### config.mk
export PLATFORM = sky130hd
export DESIGN_NAME = partial_product_accumulator_flat
export DESIGN_NICKNAME = d
export VERILOG_FILES = /design/src/rtl/partial_product_accumulator_if.sv /design/src/rtl/partial_product_accumulator.sv /design/src/flat_wrapper.sv
export SDC_FILE = /design/constraint.sdc
export NUM_CORES = 1
export LEC_CHECK = 0
export BUFFER_PORTS_ARGS = -buffer_cell sky130_fd_sc_hd__clkbuf_2
export CAP_MARGIN = 20
export CELL_PAD_IN_SITES_DETAIL_PLACEMENT = 1
export CELL_PAD_IN_SITES_GLOBAL_PLACEMENT = 2
export CORE_UTILIZATION = 40
export CTS_BUF_LIST = sky130_fd_sc_hd__clkbuf_2
export CTS_CLUSTER_SIZE = 24
export DETAILED_ROUTE_END_ITERATION = 10
export PLACE_DENSITY = 0.89
export SYNTH_ARGS = -nofsm -noshare
export SYNTH_HDL_FRONTEND = slang
export SYNTH_SLANG_ARGS = --single-unit
### constraint.sdc
create_clock -name clk -period 8.5 [get_ports clk]
set_input_delay 1.7 -clock clk [delete_from_list [all_inputs] [get_ports clk]]
set_output_delay 1.7 -clock clk [all_outputs]
set_load 0.02 [all_outputs]
### src/rtl/partial_product_accumulator_if.sv
`default_nettype none
// ============================================================================
// Module   : partial_product_accumulator_if
// Brief    : Partial-product input stream and product output stream bundle.
// Revision : 1.0
// ============================================================================
interface partial_product_accumulator_if #(
    parameter int PP_WIDTH  = 40,
    parameter int NUM_PP    = 4,
    parameter int OUT_WIDTH = 64
);
    localparam int IDX_W = (NUM_PP > 1) ? $clog2(NUM_PP) : 1;

    logic                 in_valid;
    logic                 in_ready;
    logic [PP_WIDTH-1:0]  pp;
    logic [IDX_W-1:0]     pp_idx;
    logic                 out_valid;
    logic                 out_ready;
    logic [OUT_WIDTH-1:0] product;

    modport master (
        output in_valid, pp, out_ready,
        input  in_ready, pp_idx, out_valid, product
    );

    modport slave (
        input  in_valid, pp, out_ready,
        output in_ready, pp_idx, out_valid, product
    );
endinterface
`default_nettype wire

### src/rtl/partial_product_accumulator.sv
`default_nettype none
// ============================================================================
// Module   : partial_product_accumulator
// Brief    : Shifts and sums NUM_PP 32x8 partial products into a full product.
// Revision : 1.0
// ============================================================================
module partial_product_accumulator #(
    parameter int PP_WIDTH  = 40,
    parameter int NUM_PP    = 4,
    parameter int STEP      = 8,
    parameter int OUT_WIDTH = 64
) (
    input  wire                            clk,
    input  wire                            nrst,
    input  wire                            clr,
    partial_product_accumulator_if.slave   bus
);
    localparam int IDX_W = (NUM_PP > 1) ? $clog2(NUM_PP) : 1;
    localparam logic [IDX_W-1:0] c_LAST_IDX = IDX_W'(NUM_PP - 1);

    typedef enum logic [0:0] {
        ST_ACC = 1'b0,
        ST_OUT = 1'b1
    } state_t;

    state_t               r_state;
    state_t               w_state_nxt;
    logic [OUT_WIDTH-1:0] r_acc;
    logic [IDX_W-1:0]     r_cnt;
    logic [OUT_WIDTH-1:0] r_product;

    logic                 w_accept;
    logic                 w_last;
    logic [31:0]          w_shift_amt;
    logic [OUT_WIDTH-1:0] w_pp_ext;
    logic [OUT_WIDTH-1:0] w_sum;

    // clr wins over both handshakes, so it masks the accept here.
    assign w_accept    = bus.in_valid && (r_state == ST_ACC) && !clr;
    assign w_last      = (r_cnt == c_LAST_IDX);
    assign w_shift_amt = 32'(r_cnt) * 32'(STEP);
    assign w_pp_ext    = OUT_WIDTH'(bus.pp);
    assign w_sum       = r_acc + (w_pp_ext << w_shift_amt);

    always_ff @(posedge clk or negedge nrst) begin
        if (!nrst) begin
            r_state <= ST_ACC;
        end else begin
            r_state <= w_state_nxt;
        end
    end

    always_comb begin
        w_state_nxt = r_state;
        if (clr) begin
            w_state_nxt = ST_ACC;
        end else begin
            case (r_state)
                ST_ACC: if (w_accept && w_last) w_state_nxt = ST_OUT;
                ST_OUT: if (bus.out_ready)      w_state_nxt = ST_ACC;
                default:                        w_state_nxt = ST_ACC;
            endcase
        end
    end

    always_ff @(posedge clk or negedge nrst) begin
        if (!nrst) begin
            r_acc     <= '0;
            r_cnt     <= '0;
            r_product <= '0;
        end else if (clr) begin
            r_acc <= '0;
            r_cnt <= '0;
        end else if (w_accept) begin
            if (w_last) begin
                r_product <= w_sum;
                r_acc     <= '0;
                r_cnt     <= '0;
            end else begin
                r_acc <= w_sum;
                r_cnt <= r_cnt + 1'b1;
            end
        end
    end

    // Handshake outputs depend only on state; out_ready never reaches in_ready.
    assign bus.in_ready  = (r_state == ST_ACC);
    assign bus.out_valid = (r_state == ST_OUT);
    assign bus.product   = r_product;
    assign bus.pp_idx    = r_cnt;
endmodule
`default_nettype wire

### src/flat_wrapper.sv
// flat-port wrapper written by rule: the top's interface ports become plain ports
module partial_product_accumulator_flat 
#(
    parameter int PP_WIDTH  = 40,
    parameter int NUM_PP    = 4,
    parameter int STEP      = 8,
    parameter int OUT_WIDTH = 64
)
  (clk, nrst, clr, bus_in_valid, bus_pp, bus_out_ready, bus_in_ready, bus_pp_idx, bus_out_valid, bus_product);
  partial_product_accumulator_if #(.PP_WIDTH(PP_WIDTH), .NUM_PP(NUM_PP), .OUT_WIDTH(OUT_WIDTH)) bus_i ();
  input  wire clk;
  input  wire nrst;
  input  wire clr;
  input wire logic [$bits(bus_i.in_valid)-1:0] bus_in_valid;
  input wire logic [$bits(bus_i.pp)-1:0] bus_pp;
  input wire logic [$bits(bus_i.out_ready)-1:0] bus_out_ready;
  output wire logic [$bits(bus_i.in_ready)-1:0] bus_in_ready;
  output wire logic [$bits(bus_i.pp_idx)-1:0] bus_pp_idx;
  output wire logic [$bits(bus_i.out_valid)-1:0] bus_out_valid;
  output wire logic [$bits(bus_i.product)-1:0] bus_product;
  assign bus_i.in_valid = bus_in_valid;
  assign bus_i.pp = bus_pp;
  assign bus_i.out_ready = bus_out_ready;
  assign bus_in_ready = bus_i.in_ready;
  assign bus_pp_idx = bus_i.pp_idx;
  assign bus_out_valid = bus_i.out_valid;
  assign bus_product = bus_i.product;
  partial_product_accumulator #(.PP_WIDTH(PP_WIDTH), .NUM_PP(NUM_PP), .STEP(STEP), .OUT_WIDTH(OUT_WIDTH)) u_core (.clk(clk), .nrst(nrst), .clr(clr), .bus(bus_i));
endmodule
* After elaboration in Yosys (flattened, before gate mapping)
Cells that the tools add are included.
** Word-level totals
- Register bits after elaboration :: 131
- Output and inout port bits :: 68
** Cells by class
- $add $sub $neg :: 2
- Equal/unequal tests :: 1
- Shift-type cells :: 1
- Muxes and demuxes :: 10
- Bitwise gates (word level) :: 2
- Reductions and logical operators :: 6
** Operators with widths (count)
- 2-to-1 mux 64 bit :: 3
- adder 64 bit :: 1
- left shift 40 x 5 -> 64 bit :: 1
- 2-to-1 mux 2 bit :: 3
- logical AND 1 bit :: 3
- 2-to-1 mux 1 bit :: 3
- AND reduction 3 bit :: 1
- adder 2 x 1 -> 2 bit, second input constant :: 1
- == test 2 bit, second input constant :: 1
- inverter 1 bit :: 2
- one-hot mux 1 bit (2 select lines) :: 1
- nonzero test 2 bit :: 1
- logical NOT 1 bit :: 1

* Longest topological paths before layout
- Depth after elaboration :: 7
- Depth in mapped cells :: 16

* Least setup slack after synthesis
No wires, ideal clock.
- Path kind :: input to register
- Start point :: in bus_pp[20]
- End point :: reg u_core.r_acc[61]
- Setup time :: 0.133 ns
- Data arrival time :: 4.224 ns
- Data required time :: 8.367 ns
- Setup slack :: 4.142 ns
- Stages on the path :: 14
- Path buffers :: 1
- Path through :: mux2_2 -> nor2_1 -> a21oi_1 -> ha_1 -> clkbuf_1 -> a21oi_1 -> nor2_1 -> a211oi_1 -> o31ai_1 -> a221oi_1 -> a21oi_1 -> a211oi_1 -> xor2_1 -> o21ai_0
** On the way
- Cells in the longest elaborated chain, start to end :: 5
** Ends and longest elaborated chain
- start: declaration :: RTL line flat_wrapper.sv:15 : input wire logic [$bits(bus_i.pp)-1:0] bus_pp;
- left shift 40 x 5 -> 64 bit :: RTL line partial_product_accumulator.sv:43 : assign w_sum = r_acc + (w_pp_ext << w_shift_amt);
- adder 64 bit :: RTL line partial_product_accumulator.sv:43
- 2-to-1 mux 64 bit :: RTL line partial_product_accumulator.sv:75 : if (w_last) begin
- 2-to-1 mux 64 bit :: RTL line partial_product_accumulator.sv:74 : end else if (w_accept) begin
- 2-to-1 mux 64 bit :: RTL line partial_product_accumulator.sv:71 : end else if (clr) begin
- end signal: assignment :: RTL line partial_product_accumulator.sv:80 : r_acc <= w_sum;
- end: declaration :: RTL line partial_product_accumulator.sv:28 : logic [OUT_WIDTH-1:0] r_acc;
Every way passes these cells. The select of a mux whose other input is x is not followed.
A chain may end at the register's enable or synchronous reset.

* Worst setup path in the final report
- Start point :: reg u_core.r_cnt[0] (netlist: u_core.bus.pp_idx[0])
- End point :: reg u_core.r_acc[61]
** On the way
- Cells in the longest elaborated chain, start to end :: 5
- Elaborated cells between the ends (all ways) :: 6
- Classes of those cells :: 1 x add/sub; 1 x eq/ne; 1 x shift; 3 x mux
** Ends and longest elaborated chain
- start: declaration :: RTL line partial_product_accumulator.sv:29 : logic [IDX_W-1:0] r_cnt;
- start signal: assignment :: RTL line partial_product_accumulator.sv:81 : r_cnt <= r_cnt + 1'b1;
- left shift 40 x 5 -> 64 bit :: RTL line partial_product_accumulator.sv:43
- adder 64 bit :: RTL line partial_product_accumulator.sv:43
- 2-to-1 mux 64 bit (*) :: RTL line partial_product_accumulator.sv:75
- 2-to-1 mux 64 bit (*) :: RTL line partial_product_accumulator.sv:74
- 2-to-1 mux 64 bit (*) :: RTL line partial_product_accumulator.sv:71
Every way passes the cells marked *; elsewhere a longest branch is shown, timed or not. The select of a mux whose other input is x is not followed.

==> out/results.ini <==
[outcome]
status=finished clean

[setup_path]
start_kind=flip-flop
reg2reg_slack_ps=3410
arrival_ps=5730
crit_top_cell=o21ai_0
path_max_fanout=77
worstSetupEndpoint=u_core.r_acc[61]
r2r_start=u_core.bus.pp_idx[0]
critPathBufInv=1
r2r-end=u_core.r_acc[61]
r2r_cells=14
worstPathRequired_ps=9150
crit_path_end_kind=flip-flop
worstPathCellList=buf_4, nor2b_1, nand2_1, o21ai_0, ha_1, nand4_2, or3_1, or4_1, a31oi_1, o211ai_1, a21oi_1, a211oi_1, xor2_1, o21ai_0
cpLargestDelayFamily=simple AND/OR/NAND/NOR gates
cp_num_cells=14
slowest_stage=buf_4
crit_type=reg2reg
crit_path_max_incr_delay_ps=690
startpoint=u_core.bus.pp_idx[0]

[clock_tree]
cts_hold_buf=0
cts_resized=0
ctsLongestPathBuffers=2
cts_buffers=17
cts_max_level=4
cts.clk_slew.worst_paths_ps=220
root_buffer=clkbuf_2
worstSkewPairLatency_ps=790
cts_sinks=131
post_cts_buffers=0
cts_tree=yes

[route]
vias=8826
routed_via_density=5.884
wl_mm=32.51
first_pass_iters=5
ant_nets=0
drc=0
wl_per_cell_um=21.67
initialDrtViolationCount=519

[placement]
dpl_worst_slack_ps=2987
place_congestion=0.9666
placed_area_um2=10370
dp_cells=1467
io_buffers=112
hpwl_mm=24.58

[sta]
fin_crit_sh_pct=59.85
period_minus_slack_ps=5087
grt_setup_unrepaired=no
finalSetupViolCount=0
report.final.hold_viol_count=0
finalClockSkew_ps=33.30
hold_slack_ps=506.4
slew_headroom_pct=40.45
worst_slack_ps=3413
setup-tns-final_ps=0
drv_slew=0
fmax_mhz=196.6
tightest_slew_ps=893.3

[layout]
final_area_um2=10650
drive_above_1_share_pct=17.80
final_nets=1277
fin_cells=1500
syn_to_final_growth_pct=10.96

[floorplanning]
die_h_um=156.9
dieArea_um2=24620
rows=56
ios=113
initial_utilization_pct=40.89
dieWidth_um=156.9
core_um2=23470

[synthesis]
postSynth.asyncResetShare_pct=100.0
seq_area_frac_synth_pct=34.15
yosysTopAreaCell=dfrtp_1
syn_nets=1205
synth_top_area_share_pct=34.15
syn_area_um2=9598
avgSynthCellArea_um2=8.765
synth-edff-count=0
yosys-top-cells-area=dfrtp_1 (34%), ha_1 (8.3%), nand2_1 (5.6%)
syn-instance-count=1095
yosys.cell_types.count=56
synthFlopType=dfrtp_1
synth-seq-cells=131
yosys_warnings=0

[global_routing]
grt.met1_usage_pct=38.11
grt-ovfl-total=0
grt_pass1_wl_mm=50.94
grt_use_met2_pct=42.92
grt_pass1_vias=8963
grt_usage_pct=27.38
grt_max_degree=78
use_met3_pct=3.800
grt_antenna_before_repair=1
grt-busiest-layer=met2

[power_and_ir_drop]
p_per_area_nw_per_um2=221.0
total_leakage_power_nw=5.112
ir_worst_vdd_v=0.0001130

[worst_hold_path]
hold_path_class=reg2reg
whs_path_depth=2

[job]
maxCapViolCount=0

==> power breakdown <==
group	internal (mW)	leakage, nW	switching, mW
clock network	0.193	0.155	0.271
registers	0.734	1.78	0.0695
logic	0.389	3.18	0.697
==> layout by cell type (no fill, tap or decap), types with 23 or more instances in the layout <==
cell type / n
a21o_1: 23
a21oi_1: 89
a22o_1: 47
clkbuf_2: 129
dfrtp_1: 129
ha_1: 64
mux2_2: 44
mux2i_1: 42
nand2_1: 142
nand3_1: 25
nand4_1: 24
nor2_1: 60
o21ai_0: 80
xnor2_1: 31
xor2_1: 25
==> area by class of cell <==
class / instances / area, um^2
diodes: 1 / 2.502
clock buffers: 18 / 90.09
clock inverters: 14 / 186.4
fillers: 2816 / 12820
inverters: 19 / 71.32
multi-input cells: 879 / 6001
flip-flops and latches: 131 / 3281
well taps: 319 / 399.1
repair buffers: 119 / 619.3
==> registers in the layout (all words and copies together) (netlist names) <==
name                  flops
u_core.bus.out_valid      1
u_core.r_acc             64
u_core.bus.product       64
u_core.bus.pp_idx         2
==> synth_stat cells, types with 10 or more instances <==
| library cell | n |
|---|---|
| inv_1 | 19 |
| mux2_2 | 44 |
| ha_1 | 64 |
| nand4_1 | 24 |
| dfrtp_1 | 131 |
| nor3_1 | 16 |
| a21o_1 | 23 |
| mux2i_1 | 42 |
| buf_2 | 16 |
| nor2b_1 | 12 |
| xnor2_1 | 31 |
| a21oi_1 | 90 |
| clkbuf_1 | 44 |
| o21bai_1 | 13 |
| and2_1 | 13 |
| xor2_1 | 25 |
| and3_1 | 10 |
| o21ai_0 | 80 |
| nand3_1 | 25 |
| nor2_1 | 60 |
| nand2_1 | 143 |
| a22o_1 | 47 |
==> worst min-delay path by stage <==
stage,from,to,slack (ps)
6_report,u_core.bus.product[6],u_core.bus.product[6],510
5_1_grt,u_core.bus.product[16],u_core.bus.product[16],530
4_1_cts,u_core.bus.product[49],u_core.bus.product[49],510
3_5_place_dp,u_core.bus.product[28],u_core.bus.product[28],470
3_3_place_gp,u_core.bus.product[16],u_core.bus.product[16],460
2_1_floorplan,u_core.r_acc[48],u_core.r_acc[48],460
==> routing by layer <==
layer  share of wire [%]  wire length [um]
met3                 4.1              1329
met5                   0                 0
met4                 3.0               974
met2                  45             14600
met1                  48             15600
==> worst register-to-register path, stage by stage, from the launching register on <==
cell and delay (ps):
dfrtp_2 410, buf_4 690, nor2b_1 590, nand2_1 100, o21ai_0 190, ha_1 370, nand4_2 210, or3_1 370
or4_1 460, a31oi_1 380, o211ai_1 300, a21oi_1 330, a211oi_1 140, xor2_1 280, o21ai_0 140
==> cells by family after synthesis <==
group,share of synthesized area [%]
AO/OA/AOI/OAI,23.02
AND/OR/NAND/NOR,16.09
flip-flops,34.15
multiplexers,9.542
buffers and inverters,3.533
adder cells (fa/ha/maj),8.552
XOR/XNOR,5.110
==> stage by stage <==
step           power (mW)  util, %
2_1_floorplan       1.558        -
3_3_place_gp        1.879    44.18
3_5_place_dp        1.891    44.18
4_1_cts             2.369    45.36
5_1_grt             2.505    45.37
6_report            2.354    45.37
Power figures use the tool's default switching activity.
